--- config.mk ---
export PLATFORM = sky130hd
export DESIGN_NAME = sysref_gate_mon
export DESIGN_NICKNAME = d
export VERILOG_FILES = /design/src/rtl/sysref_gate_pkg.sv /design/src/rtl/sysref_period_mon.sv /design/src/rtl/sysref_gate_mon.sv
export SDC_FILE = /design/constraint.sdc
export NUM_CORES = 1
export LEC_CHECK = 0
export ABC_AREA = 1
export CORE_ASPECT_RATIO = 1.25
export CORE_MARGIN = 4
export CORE_UTILIZATION = 40
export DETAILED_ROUTE_END_ITERATION = 16
export PLACE_DENSITY_LB_ADDON = 0.1
export SYNTH_ARGS = -nofsm -noshare
export SYNTH_HDL_FRONTEND = slang
export SYNTH_HIERARCHICAL = 1
export SYNTH_SLANG_ARGS = --single-unit
--- constraint.sdc ---
create_clock -name rfdc_clk -period 2.05 [get_ports rfdc_clk]
set_input_delay 0.41 -clock rfdc_clk [delete_from_list [all_inputs] [get_ports rfdc_clk]]
set_output_delay 0.41 -clock rfdc_clk [all_outputs]
set_load 0.02 [all_outputs]
--- src/rtl/sysref_gate_pkg.sv ---
// Shared types and defaults for the SYSREF gate/monitor slice.
// Latency: n/a (types only); no backpressure.
package sysref_gate_pkg;

    localparam int COUNT_W_DEF  = 8;
    localparam int PERIOD_W_DEF = 16;

    typedef enum logic [1:0] {
        ST_IDLE  = 2'd0,
        ST_SYNC  = 2'd1,
        ST_OPEN  = 2'd2,
        ST_CLOSE = 2'd3
    } gate_state_t;

    // CLOSE keeps passing so an in-flight pulse is never truncated.
    function automatic logic gate_passes(input gate_state_t st);
        return (st == ST_OPEN) || (st == ST_CLOSE);
    endfunction

endpackage

--- src/rtl/sysref_period_mon.sv ---
// SYSREF rise-to-rise period measurement with sticky mismatch flag.
// Latency: results update the cycle after the rise strobe; no backpressure.
module sysref_period_mon
    import sysref_gate_pkg::*;
#(
    parameter int PERIOD_W = PERIOD_W_DEF
) (
    input  logic                rfdc_clk,
    input  logic                rfdc_rst,
    input  logic                rise,
    input  logic [PERIOD_W-1:0] exp_period,
    input  logic                err_clear,
    output logic [PERIOD_W-1:0] period_meas,
    output logic                period_valid,
    output logic                period_err
);

    logic [PERIOD_W-1:0] period_cnt;
    logic                rise_seen;
    logic                mismatch;
    logic                err_set;

    // A saturated count is a lost period, never a match, even against all-ones.
    assign mismatch = (period_cnt != exp_period) || (period_cnt == '1);
    assign err_set  = rise && rise_seen && (exp_period != '0) && mismatch;

    always_ff @(posedge rfdc_clk) begin
        if (rfdc_rst) begin
            period_cnt   <= '0;
            rise_seen    <= 1'b0;
            period_meas  <= '0;
            period_valid <= 1'b0;
            period_err   <= 1'b0;
        end else begin
            period_valid <= rise && rise_seen;
            if (rise) begin
                period_cnt <= PERIOD_W'(1);
                rise_seen  <= 1'b1;
                if (rise_seen) begin
                    period_meas <= period_cnt;
                end
            end else if (period_cnt != '1) begin
                period_cnt <= period_cnt + PERIOD_W'(1);
            end
            if (err_set) begin
                period_err <= 1'b1;
            end else if (err_clear) begin
                period_err <= 1'b0;
            end
        end
    end

endmodule

--- src/rtl/sysref_gate_mon.sv ---
// SYSREF gate (whole pulses only, counted or continuous) plus optional period monitor (SYSREF_PERIOD_MON_EN).
// Latency: sysref_in to sysref_out 1 cycle; no backpressure.
module sysref_gate_mon
    import sysref_gate_pkg::*;
#(
    parameter int COUNT_W  = COUNT_W_DEF,
    parameter int PERIOD_W = PERIOD_W_DEF
) (
    input  logic                rfdc_clk,
    input  logic                rfdc_rst,
    input  logic                sysref_in,
    input  logic                arm,
    input  logic                disarm,
    input  logic                continuous,
    input  logic [COUNT_W-1:0]  pulse_count,
    input  logic [PERIOD_W-1:0] exp_period,
    input  logic                err_clear,
    output logic                sysref_out,
    output logic                busy,
    output logic                pulses_done,
    output logic [PERIOD_W-1:0] period_meas,
    output logic                period_valid,
    output logic                period_err
);

    gate_state_t        state;
    gate_state_t        state_nxt;
    logic               sysref_d;
    logic               rise;
    logic               fall;
    logic               cont_q;
    logic [COUNT_W-1:0] count_q;
    logic [COUNT_W-1:0] pulse_cnt;
    logic [COUNT_W-1:0] pulse_cnt_inc;
    logic               load_req;
    logic               cnt_inc;
    logic               done_nxt;

    assign rise          = sysref_in & ~sysref_d;
    assign fall          = ~sysref_in & sysref_d;
    assign pulse_cnt_inc = pulse_cnt + COUNT_W'(1);
    assign busy          = (state != ST_IDLE);

    always_comb begin
        state_nxt = state;
        load_req  = 1'b0;
        cnt_inc   = 1'b0;
        done_nxt  = 1'b0;
        unique case (state)
            ST_IDLE: begin
                // disarm beats arm; a zero-length counted burst is a no-op.
                if (arm && !disarm && (continuous || (pulse_count != '0))) begin
                    load_req  = 1'b1;
                    state_nxt = ST_SYNC;
                end
            end
            ST_SYNC: begin
                if (disarm) begin
                    state_nxt = ST_IDLE;
                end else if (!sysref_in) begin
                    state_nxt = ST_OPEN;
                end
            end
            ST_OPEN: begin
                if (fall) begin
                    cnt_inc = 1'b1;
                end
                if (fall && !cont_q && (pulse_cnt_inc == count_q)) begin
                    done_nxt  = 1'b1;
                    state_nxt = ST_IDLE;
                end else if (disarm) begin
                    state_nxt = ST_CLOSE;
                end
            end
            ST_CLOSE: begin
                if (!sysref_in) begin
                    state_nxt = ST_IDLE;
                end
            end
        endcase
    end

    always_ff @(posedge rfdc_clk) begin
        if (rfdc_rst) begin
            state       <= ST_IDLE;
            sysref_d    <= 1'b0;
            cont_q      <= 1'b0;
            count_q     <= '0;
            pulse_cnt   <= '0;
            sysref_out  <= 1'b0;
            pulses_done <= 1'b0;
        end else begin
            state       <= state_nxt;
            sysref_d    <= sysref_in;
            sysref_out  <= sysref_in & gate_passes(state);
            pulses_done <= done_nxt;
            if (load_req) begin
                cont_q    <= continuous;
                count_q   <= pulse_count;
                pulse_cnt <= '0;
            end else if (cnt_inc) begin
                pulse_cnt <= pulse_cnt_inc;
            end
        end
    end

`ifdef SYSREF_PERIOD_MON_EN
    sysref_period_mon #(
        .PERIOD_W (PERIOD_W)
    ) u_period_mon (
        .rfdc_clk     (rfdc_clk),
        .rfdc_rst     (rfdc_rst),
        .rise         (rise),
        .exp_period   (exp_period),
        .err_clear    (err_clear),
        .period_meas  (period_meas),
        .period_valid (period_valid),
        .period_err   (period_err)
    );
`else
    logic unused_mon_inputs;
    assign unused_mon_inputs = ^{exp_period, err_clear, rise};
    assign period_meas       = '0;
    assign period_valid      = 1'b0;
    assign period_err        = 1'b0;
`endif

endmodule
# Word-level counts from Yosys, hierarchy flattened
# Index checks and enable logic that the tools add are counted.
# word_totals
register_bits,22
input_bits,31
out_inout_bits,21
wordCells,46
# op_classes
addsub,1
eq_ne,8
n_mux,12
n_bitwise,4
n_reduce_logical,14
# ops
operator,count
$mux 2,6
$add 8x1->8 const B,1
$eq 8x8->1,1
$pmux 2 s4,1
$reduce_bool 8->1,1
$ne 3x3->1 const B,2
$mux 1,5
$eq 2x2->1 const B,2
$logic_and 1x1->1,4
$ne 2x2->1 const B,2
$reduce_and 4->1,1
$reduce_or 2->1,2
$and 1x1->1,2
$eq 2x1->1 const B,1
$logic_not 1->1,2
$logic_not 2->1,1
$logic_or 1x1->1,2
$not 1->1,2
$reduce_bool 2->1,1

# Depth between registers and ports, before layout
# Gate-level depths: netlist of run 1.
# depth
depth_word,6
depth_mapped,14
depth_no_buf,14

# Worst setup path before layout of run 1
# OpenSTA, ideal clock, no wires.
# synth_path
kind,register -> register
start,register pulse_cnt[0]
end,register state[0]
setup_ns,0.110
arrival_time_ns,1.402
required_time_ns,1.940
path_slack_ns,0.538
stages_incl_launch_ff,12
n_path_buf,0
period_less_slack_ns,1.512
cell_sequence,dfxtp_1 > ha_1 > xnor2_1 > nand3_1 > nor2_1 > nand2_1 > nor2_1 > nand3_1 > nand2_1 > nand3_1 > nand2_1 > nor2_1
# synth_between
elab_chain_len,5
elab_cells_between_ends,7
classes_between,add/sub: 1; eq/ne: 2; mux: 2; reduce/logical: 2
# synth_lines
item,line,source
start: declaration,sysref_gate_mon.sv:33,logic [COUNT_W-1:0] pulse_cnt;
start signal: assignment,sysref_gate_mon.sv:102,pulse_cnt <= pulse_cnt_inc;
$add 8x1->8 *,sysref_gate_mon.sv:41,assign pulse_cnt_inc = pulse_cnt + COUNT_W'(1);
named net pulse_cnt_inc[1],sysref_gate_mon.sv:34,logic [COUNT_W-1:0] pulse_cnt_inc;
$eq 8x8->1 *,sysref_gate_mon.sv:68,if (fall && !cont_q && (pulse_cnt_inc == count_q)) begin
$logic_and 1x1->1 *,sysref_gate_mon.sv:68,
$ne 3x3->1 (no line) or $mux 2 (tied branches),n/a,
$reduce_and 4->1 (no line) or $pmux 2 s4 (tied branches),n/a,
end signal: assignment,sysref_gate_mon.sv:93,state <= state_nxt;
end: declaration,sysref_gate_mon.sv:26,gate_state_t state;
# Mark *: on every way through the listed nets, which the timed path passes. The rest lies on a longest branch.
# A chain may end at the register's enable or synchronous reset.

# Worst setup path in the final report of run 1
# layout_path
start,register state[0]
end,output port busy
# layout_between
elab_chain_len,1
# layout_lines
item,line,source
$reduce_bool 2->1,sysref_gate_mon.sv:42,assign busy = (state != ST_IDLE);
end: declaration,sysref_gate_mon.sv:19,"output logic busy,"
# Every way passes these cells.

==> key figures, run 1 <==
Die
  • Top-level port count: 52
  • Site Rows: 23
  • Core Box Area: 3220 sq um
  • Total Die Area: about 4300 sq um
  • Starting density of the core: 0.416
  • Chip width: approximately 60 um
  • Die Height: 72.7 um

Synth
  • Number of enable-type register cells in the synthesized netlist: 0
  • Flop and latch count out of synthesis: 22
  • Synthesized netlist cell count: 211
  • Largest cells by area after synthesis: sky130_fd_sc_hd__dfxtp_1, sky130_fd_sc_hd__nand2_1, sky130_fd_sc_hd__buf_4
  • Average instance area after synthesis: 6.35 sq um
  • Most instantiated cells after synthesis: sky130_fd_sc_hd__nand2_1, sky130_fd_sc_hd__inv_1, sky130_fd_sc_hd__nand3_1
  • Unique masters post-synth: 21
  • Proportion of netlist area held by the largest area contributor: 0.329
  • Cell type with the highest aggregate area in the netlist: sky130_fd_sc_hd__dfxtp_1
  • Post-Synthesis Cell Area: 1340 sq um
  • Most used standard cell by instance count after synthesis: sky130_fd_sc_hd__nand2_1
  • Ys Warns: 6
  • FFs w/ async S/R, synth: 0
  • Main synth FF type: sky130_fd_sc_hd__dfxtp_1
  • Sequential-to-total area share from yosys stat: 0.329

STA
  • RSZ-0062 raised after global routing: no
  • Number of endpoints failing setup at the final stage: 0
  • WHS: 0.470 ns
  • Total Neg Setup Slack: 0 ns
  • Final hold viol count: 0
  • Final critical-path setup slack: approximately 0.19 ns
  • Final Max Tran Viols: 0
  • F_max: 537 MHz
  • Tmin final: 1.86 ns
  • Final period util: 0.908
  • Clock skew: 0.00425 ns

Worst setup path
  • Register-to-Register Setup Slack: 0.34 ns
  • Highest net fanout along the worst path: 5
  • Nature of the critical path endpoint: output port
  • CP Class: flip-flop to output port
  • Reg2Reg Capture Point: state[0]
  • Critical Path RT: 1.64 ns
  • FF-to-FF path depth: 12
  • Critical path data arrival time: 1.45 ns
  • Type of element launching the critical path: flip-flop
  • FF-to-FF Start: pulse_cnt[0]

Pwr
  • Sw frac: 0.347
  • Power density cells: 793 nW/um^2
  • P_leak: 0.678 nW
  • Internal Pwr Total: 804 uW
  • Maximum vdd drop: 553 uV
  • Relative contribution of sequential cells to total power: 0.422
  • Portion of total power attributed to combinational logic: 0.326
  • Part of the power in the clock network: 0.252
  • Power spent charging and discharging nets: 427 uW
  • Post-layout power: 1.23 mW

Clocking
  • CTS Hold Buffers Added: 0
  • Sink count of the clock tree: 22
  • Clock slew at reported path FFs: ~0.08 ns
  • Number of CTS-inserted buffers: 3
  • Clk_lat worst skew: about 0.26 ns
  • Buffer depth of the longest clock path: 2
  • TritonCTS clock tree: yes
  • Max H-tree Level: 1
  • CTS root buffer: sky130_fd_sc_hd__clkbuf_8

Placement
  • Dpl cell area: 1500 sq um
  • I/O Buffers: 16
  • Routability congestion estimate: roughly 0.7
  • Placement-stage worst setup slack: 0.0451 ns
  • Half-perimeter wire length after placement: between 2 and 2.5 mm
  • Placed cells: 266

Global routing
  • Global-route wire length before repair: 4.78 mm
  • Via count of the first global-routing pass: 1181
  • Initial antenna violation count: 0
  • Leftover overflow at the end of global routing: 0
  • Maximum number of pins on one net before global-route repair: 13
  • Tot GR Track Use: 0.143

Job
  • Max-cap violation count: 0

Worst hold path
  • Number of instances on the worst hold path: 2
  • Worst-case hold path end point: cont_q
  • Worst hold start: cont_q
  • Class of the tightest hold or removal check: flip-flop to flip-flop

Drt
  • Detail-routed net length per standard cell: 9.97 um
  • Post-route antenna net violation count: 0
  • Residual DRC: 0
  • Routed WL: 2.69 mm
  • Avg Vias per Cell: 4.58
  • First-pass iteration count of the detailed router: 4
  • Vias post-DR: between 1000 and 1500
  • 1st-iter DRT viols: 11

Cells and area
  • Non-filler instance count after layout: between 200 and 300
  • Design area: 1550 sq um
  • Core utilization of the finished layout: 0.482
  • Area taken by multi-input logic gates: a little over 700 sq um
  • Total of fill cells in the finished design: 351
  • Final antenna diode count: 0
  • Ratio of cells with drive above 1 in the final layout: 0.0515
  • Sequential cell area: 442 sq um
  • Final Net Count: 266
  • Area growth, synth to finish: 15.9%

Outcome
  • Status: finished, final reports clean
==> critical path, stage by stage (launching register included) <==
cell and delay (ns):
sky130_fd_sc_hd__dfxtp_2 0.41, sky130_fd_sc_hd__nor2_1 0.10, sky130_fd_sc_hd__inv_1 0.08, sky130_fd_sc_hd__clkdlybuf4s50_1 0.61
==> cell families (layout without fill, tap and decap cells) <==
group                      count (synthesis)  in the layout  synth area share
adders and majority gates                  1              1           0.00934
and+or+nand+nor                          110            110             0.353
AOI/OAI and AO/OA                         30             30             0.114
xor gates and xnor gates                   1              1           0.00654
other                                      1             18           0.00280
DFF                                       22             22             0.329
buffers and inverters                     46             51             0.186
==> layout by cell type, fill, tap and decap left out, drive strengths merged <==
cell type      instances
nor3                   5
nand3                 23
nand3b                 1
ha                     1
conb                  18
buf                    5
xnor2                  1
nor2                  23
inv                   25
a21oi                 21
clkinv                 1
nand2                 57
clkdlybuf4s50         16
nand4                  1
dfxtp                 22
a211oi                 1
clkbuf                 4
o21ai                  8
==> power by group through the flow <==
stage | logic, mW | clock network, mW | registers [mW]
floorplan | 0.307 | 0 | 0.519
global placement | 0.409 | 0 | 0.526
detailed placement | 0.405 | 0 | 0.527
CTS | 0.406 | 0.327 | 0.518
global route | 0.464 | 0.347 | 0.525
finish | 0.402 | 0.311 | 0.519
==> routing by layer <==
| metal | track usage | vias up | share of wire |
|---|---|---|---|
| met5 | 0 | - | 0 |
| met4 | 0.0665 | 0 | 0.019 |
| met3 | 0.0248 | 5 | 0.058 |
| met2 | 0.238 | 33 | 0.48 |
| met1 | 0.175 | 515 | 0.44 |
| li1 | - | 683 | - |
==> cell type report <==
type,instances,share of cell area
Sequential cell,22,0.284
Clock buffer,4,0.0355
Timing Repair Buffer,21,0.127
Multi-Input combinational cell,160,0.460
Inverter,26,0.0629
Tap cell,37,0.0298
==> registers in the layout (all words and copies together) (netlist names) <==
name         cells
count_q          8
pulse_cnt        8
state            2
cont_q           1
pulses_done      1
sysref_d         1
sysref_out       1
==> how the worst max path moves through the flow <==
stage                            start  endpoint  slack [ns]  cells past startpoint
after CTS                     state[0]      busy        0.05                      3
final                         state[0]      busy        0.19                      3
after global placement       sysref_in  state[0]        0.06                     13
after global routing      pulse_cnt[0]  state[0]        0.06                     12
after detailed placement     sysref_in  state[0]        0.05                     13
after floorplan           pulse_cnt[0]  state[0]        0.54                     11
==> what timing repair did <==
item	CTS	global route
gates resized for setup	0	1
setup buffers	0	0
endpoints found under the setup margin	0	1
Note: power is estimated with default switching activity, not from simulation.
==> run 2: changes to the inputs <==
==> constraint.sdc (replaced) <==
create_clock -name rfdc_clk -period 2 [get_ports rfdc_clk]
set_input_delay 0.4 -clock rfdc_clk [delete_from_list [all_inputs] [get_ports rfdc_clk]]
set_output_delay 0.4 -clock rfdc_clk [all_outputs]
set_load 0.02 [all_outputs]
==> run 2 against run 1 <==
Sequential power increased by 2%. Global-route usage decreased by 0.54 points. Combinational power rose by 3%. Hold slack worse by 0.0025 ns. Final area down 0.40%. Core utilization is 0.19 points lower. Clock skew shrank 0.0026 ns. Clock-buffer cell count fell by 1. Non-clock buffer count grew 1. Via count grew 1.4%.
==> key figures, run 2 (synthesis results as in run 1) <==
Outcome
  • Status: finished, final reports clean

Pwr
  • Power density cells: ~800 nW/um^2
  • Part of the power in the clock network: 0.225
  • Sw frac: 0.357
  • Post-layout power: 1.22 mW
  • Maximum vdd drop: ~460 uV
  • Power spent charging and discharging nets: 435 uW
  • P_leak: 0.676 nW
  • Relative contribution of sequential cells to total power: 0.435
  • Portion of total power attributed to combinational logic: 0.340
  • Internal Pwr Total: just under 800 uW

Worst setup path
  • Critical path data arrival time: about 1.5 ns
  • Register-to-Register Setup Slack: 0.26 ns
  • Worst path slowest cell: sky130_fd_sc_hd__clkdlybuf4s50_1
  • Type of element launching the critical path: flip-flop
  • Critical Path, Cell by Cell: nor2_1 -> inv_1 -> clkdlybuf4s50_1
  • FF-to-FF Start: pulse_cnt[0]
  • Reg2Reg Capture Point: state[0]
  • Stage delay of the slowest cell on the critical path: 0.55 ns
  • Highest net fanout along the worst path: 5
  • Critical Path RT: 1.60 ns
  • CP Class: flip-flop to output port
  • FF-to-FF path depth: 11
  • Nature of the critical path endpoint: output port

Placement
  • Routability congestion estimate: 0.730
  • I/O Buffers: 16
  • Half-perimeter wire length after placement: 2.31 mm
  • Dpl cell area: ~1500 sq um

Drt
  • Vias post-DR: 1253
  • Detail-routed net length per standard cell: 10.3 um
  • 1st-iter DRT viols: 33
  • Post-route antenna net violation count: 0
  • Avg Vias per Cell: 4.64
  • Routed WL: 2.78 mm
  • First-pass iteration count of the detailed router: 4
  • Residual DRC: 0

Die
  • Site Rows: 23
  • Top-level port count: 52
  • Chip width: 59.8 um
  • Core Box Area: 3220 sq um
  • Total Die Area: 4350 sq um
  • Starting density of the core: 0.416
  • Die Height: 72.7 um

Worst hold path
  • Worst-case hold path end point: cont_q
  • Class of the tightest hold or removal check: flip-flop to flip-flop
  • Worst hold start: cont_q
  • Number of instances on the worst hold path: 2

Cells and area
  • Ratio of cells with drive above 1 in the final layout: 0.0515
  • Design area: 1550 sq um
  • Final antenna diode count: 0
  • Largest registers: count_q: 8 flops, pulse_cnt: 8 flops, state: 2 flops
  • Most frequent standard cell in the layout excluding fill and tap cells: sky130_fd_sc_hd__nand2_1
  • Commonest cells after routing, fill and taps aside: sky130_fd_sc_hd__nand2_1, sky130_fd_sc_hd__inv_1, sky130_fd_sc_hd__nand3_1
  • Area growth, synth to finish: 15.4%
  • Final Net Count: 267

Global routing
  • Leftover overflow at the end of global routing: 0
  • Global-route wire length before repair: 4.71 mm
  • Maximum number of pins on one net before global-route repair: 13
  • Tot GR Track Use: 0.137
  • Via count of the first global-routing pass: 1137
  • Initial antenna violation count: 0

Clocking
  • Buffer depth of the longest clock path: 2
  • Clk_lat worst skew: about 0.26 ns
  • TritonCTS clock tree: yes
  • Clock slew at reported path FFs: 0.08 ns
  • Sink count of the clock tree: 22
  • Number of buffers added for setup after CTS: 0
  • CTS root buffer: sky130_fd_sc_hd__clkbuf_8
  • CTS Hold Buffers Added: 0
  • Max H-tree Level: 1
  • Count of cells resized by post-cts repair: 0
  • Number of CTS-inserted buffers: 3

STA
  • WHS: ~0.47 ns
  • RSZ-0062 raised after global routing: no
  • Final hold viol count: 0
  • Clock skew: 0.00161 ns
  • Total Neg Setup Slack: 0 ns
  • Number of endpoints failing setup at the final stage: 0
  • F_max: 539 MHz
  • Tmin final: 1.86 ns
  • Final period util: 0.928
  • Final Max Tran Viols: 0

Job
  • Max-cap violation count: 0
[run 2: changes by cell type in the layout (fill, tap and decap cells not counted)]
cell,delta
sky130_fd_sc_hd__clkbuf_8,-1
sky130_fd_sc_hd__buf_4,+1
[run 2: worst max-delay path by stage]
stage	from	endpoint	slack [ns]	cells after the start
6_report	state[0]	busy	0.14	3
5_1_grt	pulse_cnt[0]	state[0]	0.05	11
4_1_cts	state[0]	busy	0.03	3
3_5_place_dp	sysref_in	state[0]	0.04	13
3_3_place_gp	sysref_in	state[0]	0.04	13
2_1_floorplan	pulse_cnt[0]	state[0]	0.49	11
[run 2: through the flow]
stage               setup slack (ns)  instances  utilization
floorplan                      0.488        228            -
global route                  0.0451        270        0.480
CTS                           0.0347        270        0.479
finish                         0.144        270        0.480
global placement              0.0398        267        0.467
detailed placement            0.0361        267        0.467
[run 2: cell type report]
class                      count  area, sq um
multi-input combinational    160          714
fill                         361         1680
sequential                    22          442
tap                           37         46.3
clock buffer                   3         41.3
inverter                      26         97.6
timing repair buffer          22          205
[run 2: power groups by stage]
| stage | Combinational, mW | Clock (mW) | Sequential (mW) |
|---|---|---|---|
| 6_report | 0.414 | 0.274 | 0.530 |
| 5_1_grt | 0.477 | 0.301 | 0.538 |
| 4_1_cts | 0.422 | 0.280 | 0.530 |
| 3_5_place_dp | 0.420 | 0 | 0.539 |
| 3_3_place_gp | 0.420 | 0 | 0.539 |
| 2_1_floorplan | 0.315 | 0 | 0.532 |
[run 2: layer usage]
| metal | GRT usage | vias up | wire (um) |
|---|---|---|---|
| li1 | - | 684 | - |
| met1 | 0.169 | 537 | 1280 |
| met2 | 0.240 | 30 | 1350 |
| met3 | 0.0248 | 2 | 133 |
| met4 | 0.0369 | 0 | 19 |
| met5 | 0 | - | 0 |
[run 2: worst max-delay path, delay by kind of cell, from the launching register on]
kind	cells	cell delay, ns
AND/OR/NAND/NOR	1	0.20
flip-flops	1	0.36
buffers and inverters	2	0.64
==> run 3: changes to the inputs <==
--- a/config.mk
+++ b/config.mk
@@ -10,7 +10,7 @@
 export CORE_MARGIN = 4
 export CORE_UTILIZATION = 40
 export DETAILED_ROUTE_END_ITERATION = 16
-export PLACE_DENSITY_LB_ADDON = 0.1
+export PLACE_DENSITY = 0.74
 export SYNTH_ARGS = -nofsm -noshare
 export SYNTH_HDL_FRONTEND = slang
 export SYNTH_HIERARCHICAL = 1
==> constraint.sdc (replaced) <==
create_clock -name rfdc_clk -period 2 [get_ports rfdc_clk]
set_input_delay 0.3 -clock rfdc_clk [delete_from_list [all_inputs] [get_ports rfdc_clk]]
set_output_delay 0.3 -clock rfdc_clk [all_outputs]
set_load 0.02 [all_outputs]
==> run 3 against run 2 <==
Non-clock buffer count is 3 lower. Global-route usage is 0.59 points lower. Power is 1.3% lower. Final area is 1.5% lower. Critical path type unchanged. Critical endpoint unchanged. Largest power group unchanged.
==> key figures, run 3 (synthesis results as in run 1) <==
Outcome
  • Status: finished, final reports clean

STA
  • Clock skew: 0.00248 ns
  • Total Neg Setup Slack: 0 ns
  • WHS: around 0.47 ns
  • Final Max Tran Viols: 0
  • F_max: around 550 MHz
  • Final hold viol count: 0
  • Final period util: 0.913
  • Number of endpoints failing setup at the final stage: 0
  • RSZ-0062 raised after global routing: no
  • Final critical-path setup slack: 0.174 ns
  • Tmin final: 1.83 ns

Worst hold path
  • Worst hold start: cont_q
  • Number of instances on the worst hold path: 2
  • Class of the tightest hold or removal check: flip-flop to flip-flop
  • Worst-case hold path end point: cont_q

Cells and area
  • Largest registers: count_q: 8 flops, pulse_cnt: 8 flops, state: 2 flops
  • Final Net Count: 264
  • Most frequent standard cell in the layout excluding fill and tap cells: sky130_fd_sc_hd__nand2_1
  • Final antenna diode count: 0
  • Non-filler instance count after layout: around 270
  • Ratio of cells with drive above 1 in the final layout: 0.0348
  • Core utilization of the finished layout: 0.472
  • Commonest cells after routing, fill and taps aside: sky130_fd_sc_hd__nand2_1, sky130_fd_sc_hd__inv_1, sky130_fd_sc_hd__nand3_1
  • Area growth, synth to finish: 13.6%
  • Design area: roughly 1500 sq um

Drt
  • Post-route antenna net violation count: 0
  • First-pass iteration count of the detailed router: 4
  • Highest metal layer with signal wires: met4
  • Detail-routed net length per standard cell: a little under 10 um
  • 1st-iter DRT viols: 22
  • Residual DRC: 0
  • Detailed route wirelength on metal3: 162 um
  • Routed met2 length: 1.31 mm
  • Vias post-DR: 1261
  • Routed WL: roughly 2.6 mm
  • Post-Route M1 WL: 1.12 mm
  • Avg Vias per Cell: 4.72

Pwr
  • Post-layout power: 1.20 mW
  • Maximum vdd drop: 563 uV
  • Power density cells: roughly 790 nW/um^2
  • P_leak: 0.661 nW

Clocking
  • Max H-tree Level: 1
  • TritonCTS clock tree: yes
  • CTS Hold Buffers Added: 0
  • CTS root buffer: sky130_fd_sc_hd__clkbuf_8
  • Clock slew at reported path FFs: 0.08 ns
  • Number of buffers added for setup after CTS: 0
  • Sink count of the clock tree: 22
  • Count of cells resized by post-cts repair: 0
  • Number of CTS-inserted buffers: 3
  • Clk_lat worst skew: between 0.2 and 0.3 ns
  • Buffer depth of the longest clock path: 2

Global routing
  • Initial antenna violation count: 0
  • Maximum number of pins on one net before global-route repair: 16
  • Leftover overflow at the end of global routing: 0
  • Global-route wire length before repair: 4.46 mm
  • Via count of the first global-routing pass: 1131
  • Tot GR Track Use: 0.132

Job
  • Max-cap violation count: 0

Placement
  • Routability congestion estimate: 0.818
  • Half-perimeter wire length after placement: 2.16 mm
  • Placed cells: 264
  • Dpl cell area: 1480 sq um
  • Placement-stage worst setup slack: 0.0920 ns
  • I/O Buffers: 16

Worst setup path
  • Highest net fanout along the worst path: 5
  • Critical path data arrival time: 1.53 ns
  • FF-to-FF Start: pulse_cnt[0]
  • Reg2Reg Capture Point: state[0]
  • Critical Path RT: 1.70 ns
  • FF-to-FF path depth: 12
  • CP Class: flip-flop to output port
  • Nature of the critical path endpoint: output port
  • Register-to-Register Setup Slack: between 0.2 and 0.3 ns
  • Type of element launching the critical path: flip-flop

Die
  • Core Box Area: around 3200 sq um
  • Top-level port count: 52
  • Chip width: between 50 and 60 um
  • Die Height: approximately 73 um
  • Total Die Area: around 4300 sq um
  • Starting density of the core: 0.416
  • Site Rows: 23
run 3: cell count changes in the layout (fill, tap and decap cells not counted), sizes merged:
| cell | delta |
|---|---|
| buf | -3 |
run 3: layout make-up:
cell class              count  area (sq um)
clock buffers               3          41.3
fillers                   338          1700
inverters                  26          97.6
multi-input cells         160           714
flip-flops and latches     22           440
well taps                  37          46.3
repair buffers             19           183
run 3: power by group:
| group | switching [mW] | leakage [nW] | internal [mW] |
|---|---|---|---|
| clock network | 0.138 | 0.0216 | 0.134 |
| logic | 0.254 | 0.460 | 0.149 |
| registers | 0.0368 | 0.179 | 0.491 |
run 3: worst max-delay path, cell delays in order, from the launching register on:
cell	delay, ns
sky130_fd_sc_hd__dfxtp_1	0.46
sky130_fd_sc_hd__nor2_1	0.12
sky130_fd_sc_hd__inv_1	0.08
sky130_fd_sc_hd__clkdlybuf4s50_1	0.60
run 3: worst max path at each step:
| stage | start | end | slack [ns] | cells past startpoint |
|---|---|---|---|---|
| 3_3_place_gp | sysref_in | state[0] | 0.10 | 13 |
| 5_1_grt | pulse_cnt[0] | state[0] | 0.003 | 12 |
| 2_1_floorplan | pulse_cnt[0] | state[0] | 0.49 | 11 |
| 4_1_cts | state[0] | busy | 0.17 | 3 |
| 3_5_place_dp | sysref_in | state[0] | 0.09 | 13 |
| 6_report | state[0] | busy | 0.17 | 3 |
run 3: layer usage:
layer,global-route usage,up-vias
li1,-,675
met1,0.144,544
met2,0.234,38
met3,0.0265,4
met4,0.0640,0
met5,0,-
